[config.mk]
export PLATFORM = sky130hd
export DESIGN_NAME = mem_stage
export DESIGN_NICKNAME = d
export VERILOG_FILES = /design/src/rtl/mem_stage.sv
export SDC_FILE = /design/constraint.sdc
export NUM_CORES = 1
export LEC_CHECK = 0
export ABC_CLOCK_PERIOD_IN_PS = 4100
export BUFFER_PORTS_ARGS = -buffer_cell sky130_fd_sc_hd__buf_2
export CORE_MARGIN = 5
export CORE_UTILIZATION = 42
export CTS_CLUSTER_DIAMETER = 200
export CTS_CLUSTER_SIZE = 14
export DETAILED_ROUTE_END_ITERATION = 12
export PLACE_DENSITY = 0.86
export SYNTH_ARGS = -nofsm -noshare
export SYNTH_HDL_FRONTEND = slang
export SYNTH_SLANG_ARGS = --single-unit
[constraint.sdc]
create_clock -name clk_in -period 4.1 [get_ports clk_in]
set_input_delay 1.23 -clock clk_in [delete_from_list [all_inputs] [get_ports clk_in]]
set_output_delay 1.23 -clock clk_in [all_outputs]
set_load 0.02 [all_outputs]
[src/rtl/mem_stage.sv]
// mem_stage: RV32I MEM stage; executes loads/stores byte-serially on a byte-wide memory port.
// Latency: non-memory ops pass through combinationally; a memory op takes 1 IDLE cycle + N acked bytes + 1 DONE cycle.
// Backpressure: stall_req holds upstream while an access is in flight; rdy_in low freezes all state; mc_ack paces bytes.
//
// Ports:
//   clk_in, rst_in (sync, active-low), rdy_in (global freeze when low)
//   forward/rd_addr/rd_val/ins_type/ins_details/mem_addr/mem_val : latched EX results
//   mc_req/mc_we/mc_addr/mc_wdata -> memory controller; mc_ack/mc_rdata <- memory controller
//   stall_req -> upstream; wb_forward/wb_rd_addr/wb_rd_val -> MEM/WB register and forwarding
//   misalign_err : one-cycle flag for misaligned halfword/word accesses
// Optional feature macro: MEM_ALIGN_CHECK_EN (alignment check; when undefined misalign_err is constant 0).

module mem_stage #(
  parameter logic [6:0] LOAD_OP  = 7'b0000011,
  parameter logic [6:0] STORE_OP = 7'b0100011
) (
  input  logic        clk_in,
  input  logic        rst_in,
  input  logic        rdy_in,
  input  logic        forward,
  input  logic [4:0]  rd_addr,
  input  logic [31:0] rd_val,
  input  logic [6:0]  ins_type,
  input  logic [2:0]  ins_details,
  input  logic [31:0] mem_addr,
  input  logic [31:0] mem_val,
  output logic        mc_req,
  output logic        mc_we,
  output logic [31:0] mc_addr,
  output logic [7:0]  mc_wdata,
  input  logic        mc_ack,
  input  logic [7:0]  mc_rdata,
  output logic        stall_req,
  output logic        wb_forward,
  output logic [4:0]  wb_rd_addr,
  output logic [31:0] wb_rd_val,
  output logic        misalign_err
);

  // S_ERR is the single DONE-like cycle of a rejected misaligned access; it is
  // only reachable when the alignment check is compiled in.
  typedef enum logic [1:0] {
    S_IDLE   = 2'd0,
    S_ACCESS = 2'd1,
    S_DONE   = 2'd2,
    S_ERR    = 2'd3
  } state_t;

  state_t      state, state_nxt;
  logic [1:0]  cnt, cnt_nxt;
  logic [31:0] data_buf, data_buf_nxt;

  logic        is_load;
  logic        is_store;
  logic        is_mem;
  logic [1:0]  last_idx;
  logic [31:0] load_ext;

  assign is_load  = (ins_type == LOAD_OP);
  assign is_store = (ins_type == STORE_OP);
  assign is_mem   = is_load | is_store;

  // Index of the final byte: funct3[1:0] 00 -> 1 byte, 01 -> 2 bytes,
  // everything else (word and undefined encodings) -> 4 bytes.
  always_comb begin
    last_idx = 2'd3;
    case (ins_details[1:0])
      2'b00:   last_idx = 2'd0;
      2'b01:   last_idx = 2'd1;
      default: last_idx = 2'd3;
    endcase
  end

`ifdef MEM_ALIGN_CHECK_EN
  logic misaligned;
  always_comb begin
    misaligned = 1'b0;
    case (ins_details[1:0])
      2'b00:   misaligned = 1'b0;
      2'b01:   misaligned = mem_addr[0];
      default: misaligned = (mem_addr[1:0] != 2'b00);
    endcase
  end
`endif

  // Result extension of the assembled little-endian load data.
  always_comb begin
    load_ext = data_buf;
    case (ins_details)
      3'b000:  load_ext = {{24{data_buf[7]}}, data_buf[7:0]};
      3'b001:  load_ext = {{16{data_buf[15]}}, data_buf[15:0]};
      3'b100:  load_ext = {24'd0, data_buf[7:0]};
      3'b101:  load_ext = {16'd0, data_buf[15:0]};
      default: load_ext = data_buf;
    endcase
  end

  // State register
  always_ff @(posedge clk_in) begin
    if (!rst_in) begin
      state    <= S_IDLE;
      cnt      <= 2'd0;
      data_buf <= 32'd0;
    end else if (rdy_in) begin
      state    <= state_nxt;
      cnt      <= cnt_nxt;
      data_buf <= data_buf_nxt;
    end
  end

  // Next-state logic
  always_comb begin
    state_nxt    = state;
    cnt_nxt      = cnt;
    data_buf_nxt = data_buf;
    case (state)
      S_IDLE: begin
        if (is_mem) begin
`ifdef MEM_ALIGN_CHECK_EN
          if (misaligned) begin
            state_nxt = S_ERR;
          end else begin
            state_nxt    = S_ACCESS;
            cnt_nxt      = 2'd0;
            data_buf_nxt = 32'd0;
          end
`else
          state_nxt    = S_ACCESS;
          cnt_nxt      = 2'd0;
          data_buf_nxt = 32'd0;
`endif
        end
      end
      S_ACCESS: begin
        if (mc_ack) begin
          if (is_load) begin
            data_buf_nxt[{cnt, 3'b000} +: 8] = mc_rdata;
          end
          if (cnt == last_idx) begin
            state_nxt = S_DONE;
          end else begin
            cnt_nxt = cnt + 2'd1;
          end
        end
      end
      S_DONE:  state_nxt = S_IDLE;
      default: state_nxt = S_IDLE;
    endcase
  end

  // Outputs. They are forced to zero while rst_in is low so the block presents
  // a quiet interface for the whole reset window, not just after the first edge.
  always_comb begin
    mc_req       = 1'b0;
    mc_we        = 1'b0;
    mc_addr      = 32'd0;
    mc_wdata     = 8'd0;
    stall_req    = 1'b0;
    wb_forward   = 1'b0;
    wb_rd_addr   = 5'd0;
    wb_rd_val    = 32'd0;
    misalign_err = 1'b0;
    if (rst_in) begin
      wb_rd_addr = rd_addr;
      case (state)
        S_IDLE: begin
          if (is_mem) begin
            stall_req = 1'b1;
          end else begin
            wb_forward = forward;
            wb_rd_val  = rd_val;
          end
        end
        S_ACCESS: begin
          mc_req    = 1'b1;
          mc_we     = is_store;
          mc_addr   = mem_addr + {30'd0, cnt};
          mc_wdata  = mem_val[{cnt, 3'b000} +: 8];
          stall_req = 1'b1;
        end
        S_DONE: begin
          if (is_load) begin
            wb_forward = forward;
            wb_rd_val  = load_ext;
          end
        end
        default: begin
`ifdef MEM_ALIGN_CHECK_EN
          misalign_err = 1'b1;
`endif
        end
      endcase
    end
  end

endmodule

# Word-level counts from Yosys, hierarchy flattened
# Index checks and enable logic that the tools add are counted.
# word_totals
regBits	36
in_bits	124
output_inout_bits	82
elab_cells	66
# classes
n_addsub	3
n_eq_ne	14
shifts	3
mux	35
bitwise	1
reduce_logical	7
# op_table
operator	count
two-way mux 32 bit	8
case mux 32 bit (2 select lines)	2
case mux 32 bit (4 select lines)	1
adder 32 x 2 -> 32 bit	1
bitwise mux 32 bit	1
variable shift 8 x 7 -> 32 bit (first input constant)	1
indexed part select 32 x 6 -> 8 bit	1
indexed part select 8 x 7 -> 32 bit	1
two-way mux 8 bit	2
two-way mux 2 bit	6
case mux 2 bit (2 select lines)	3
!= test 2 bit (second input constant)	5
AND reduction 5 bit	2
two-way mux 1 bit	9
equality test 7 x 2 -> 1 bit (second input constant)	1
equality test 7 x 6 -> 1 bit (second input constant)	1
negator 5 -> 7 bit	1
equality test 3 bit (second input constant)	2
two-way mux 5 bit	1
equality test 2 x 1 -> 1 bit (second input constant)	2
zero test 2 bit	2
case mux 1 bit (2 select lines)	2
AND reduction 4 bit	1
equality test 3 x 1 -> 1 bit (second input constant)	1
other kinds (6)	6

# Depth between registers and ports, before layout
# logic_depth
ltp_word	6
depth_mapped	8
depth_no_buf	6

# Worst setup path after synthesis
# Ideal clock, no wire load.
# synth_path
path_type	input port to output port
startpoint	input port mem_addr[11]
endpoint	output port mc_addr[28]
t_arrival_ns	3.005
required_ns	2.870
path_slack_ns	-0.135
stages	6
n_path_buf	2
cell_sequence	nand4_1 or4_1 buf_2 buf_6 or4_1 a21oi_1
# synth_between
elab_chain_cells	3
# synth_rtl
element	line_no	text
start: declaration	25	input logic [31:0] mem_addr,
adder 32 x 2 -> 32 bit	177	mc_addr = mem_addr + {30'd0, cnt};
two-way mux 32 bit	165	case (state)
two-way mux 32 bit	163	if (rst_in) begin
end: declaration	29	output logic [31:0] mc_addr,
# No other way between the ends.

# Worst setup path in the final report
# layout_path
startpoint	input port mem_addr[12]
endpoint	output port mc_addr[30]
# Same word-level chain as after synthesis.

==> impl_metrics.toml <==
[clock_network]
root_buffer = "clkbuf_8"
cts_tree = "built"
clk_path_buf_depth = 2
clkSinkCount = 36
cts_inserted_buffers = 5
clkLatencyLatePin_ns = 0.29
htree_num_levels = 2
cts.clk_slew.worst_paths_ns = 0.07

[logic_synthesis]
synth_cell_types = 51
yosys.area.top_type = "dfxtp_1"
ys_warn_count = 0
synth_top_area_share_pct = 20.2
synth_fp_nets = 647
synth.most_common_cell = "a21oi_1"
synth.area.top_cells = "dfxtp_1 20%, a21oi_1 9.5%, o21ai_0 6.9%"
netlist_top_cells_count = "68 x a21oi_1, 49 x o21ai_0, 45 x nand2_1"
synth_seq_area_share_pct = 20.2
synth_edf_count = 0
ys.flop_type = "dfxtp_1"
async_flop_share_pct = 0
syn-mean-instance-area_um2 = 6.91
postSynthCellCount = 516
ys_seq_elements = 36
netlist_area_um2 = 3560

[global_route]
grt.total_usage_pct = 26.1
grt_pass1_wl_um = 22100
grt_pass1_vias = 4806
grt_overflow = 0
antenna_found_initial = 0
grt_max_degree = 37

[floorplanning]
initial_core_util_pct = 43.2
fp-row-count = 33
fp.dieArea_um2 = 10400
die_w_um = 102
io_pins = 206
die_h_um = 102
core-area_um2 = 8260

[worst_setup_path]
worstSetupPathType = "in -> out"
cp-end-kind = "output pin"
arrival_ns = 3.07
ff2ff_setup_slack_ns = 1.20
cp_max_fo = 5
required_ns = 2.87
worstSetupStartpointType = "input port"

[detailed_routing]
drt_pass1_iterations = 7
wire_per_inst_um = 17.8
first_iter_violations = 356
ant_nets = 0
vias = 5030
routed_wl_um = 14800
via_per_inst = 6.07
drc_errors = 0

[finish]
drive_gt1_share_pct = 44.1
final_nets = 854
area_growth_pct = 52.2
finalNonFillerCells = 829
diodes = 0

[power]
p_per_area_nw_per_um2 = 169
leakagePower_nw = 2.37
finalPower_mw = 0.916
irDropWorstVdd_uv = 156

[timing]
worst_pin_slew_ns = 1.04
drv_slew = 0
finalWorstSetupSlack_ns = -0.197
max-slew-margin-rel_pct = 30.6
period_share_pct = 105
finalSetupViolCount = 14
fmax_mhz = 233
rsz0062_at_grt = "yes"
skew_ns = 0.00344
hold_viol = 0
fin_crit_ns = 4.30
whs_ns = 0.475

[status]
status = "complete, but fails checks"
violations = "setup timing"

[place]
dp_hpwl_um = 10400
io_buffers = 204
placed_cells = 814
gp_congestion = 0.935

[worst_hold_path]
hp-class = "reg -> reg"

[run]
cap_violations = 0
## layout by cell type (no fill, tap or decap), types with 2 or more instances in the layout
cell      instances
a22oi_1          17
nand2b_1         19
buf_12            2
buf_8             4
and2_1            8
nand2_1          45
or3b_2            2
xnor2_1           7
buf_4            46
ha_4              2
nor2_1           34
inv_1             9
nor3_1            6
o2111a_1          2
dfxtp_1          36
nor4_4            4
a21oi_1          57
o21ai_0          49
nor2b_1          10
xor2_1            3
nor4b_2           2
o31ai_2           3
nand4_1          37
buf_2           177
buf_6            15
or2_2             8
o31ai_1           6
clkbuf_8          5
or3_1             7
a21oi_2           7
and3_1            3
and4_1            3
ha_1              4
nor4_1            4
mux4_2            8
mux2i_2           4
nand3_1          26
a21oi_4           4
or4_4            11
## logic make-up after synthesis
family | after synthesis | synth area share [%]
compound gates | 156 | 25.0
xor+xnor | 10 | 2.46
fa+ha+maj | 7 | 2.67
buf+inv | 55 | 6.14
flops | 36 | 20.2
mux | 13 | 6.46
other cells | 1 | 0.105
simple gates | 238 | 36.9
## per-stage QoR
step / TNS [ns] / util [%] / cell area [um2] / worst slack [ns]
floorplan: -0.130 / - / 3640 / -0.0269
global placement: -3.05 / 59.3 / 4900 / -0.239
detailed placement: -3.63 / 59.3 / 4900 / -0.301
CTS: -1.15 / 64.3 / 5310 / -0.143
global route: -2.13 / 65.7 / 5420 / -0.211
finish: -1.65 / 65.7 / 5420 / -0.197
## per-layer routing
metal	global-route usage [%]	wire (um)
met1	29.9	5360
met2	47.6	7370
met3	4.78	1630
met4	10.7	410
met5	0	0
## what timing repair did
action                     CTS  global route
setup endpoints to repair   19            20
buffers inserted             2             3
gates cloned                 2             0
resized for setup           64            17
pin swaps                   20            11
hold buffers                 0             0
## where the power goes
part           switching, mW  internal (mW)
logic                  0.139          0.112
registers           0.000325          0.349
clock network          0.135          0.180
## worst paths after layout
kind                start      endpoint  cells after the start
max          mem_addr[12]   mc_addr[30]                      7
min          data_buf[25]  data_buf[25]                      2
max reg2reg        cnt[0]  data_buf[15]                      7
min reg2reg  data_buf[25]  data_buf[25]                      2
## area by class of cell
class                      count  area (um2)
inverter                      10        37.5
tap                          105         131
sequential                    36         721
timing repair buffer         245        1530
multi-input combinational    425        2900
clock buffer                   5        68.8
clock inverter                 3        42.5
fill                         705        2830
## state kept, by name, summed over array words and instances, names as in the netlist
signal and cells:
data_buf 32, state 2, cnt 2
## worst max-delay path, cell delays in order
cell and delay [ns]:
buf_6 0.08, nand4_1 0.14, or4_4 0.63, buf_16 0.18, or4_4 0.53, a21oi_4 0.15
buf_6 0.14
No activity file was read; power rests on OpenSTA's default activity.
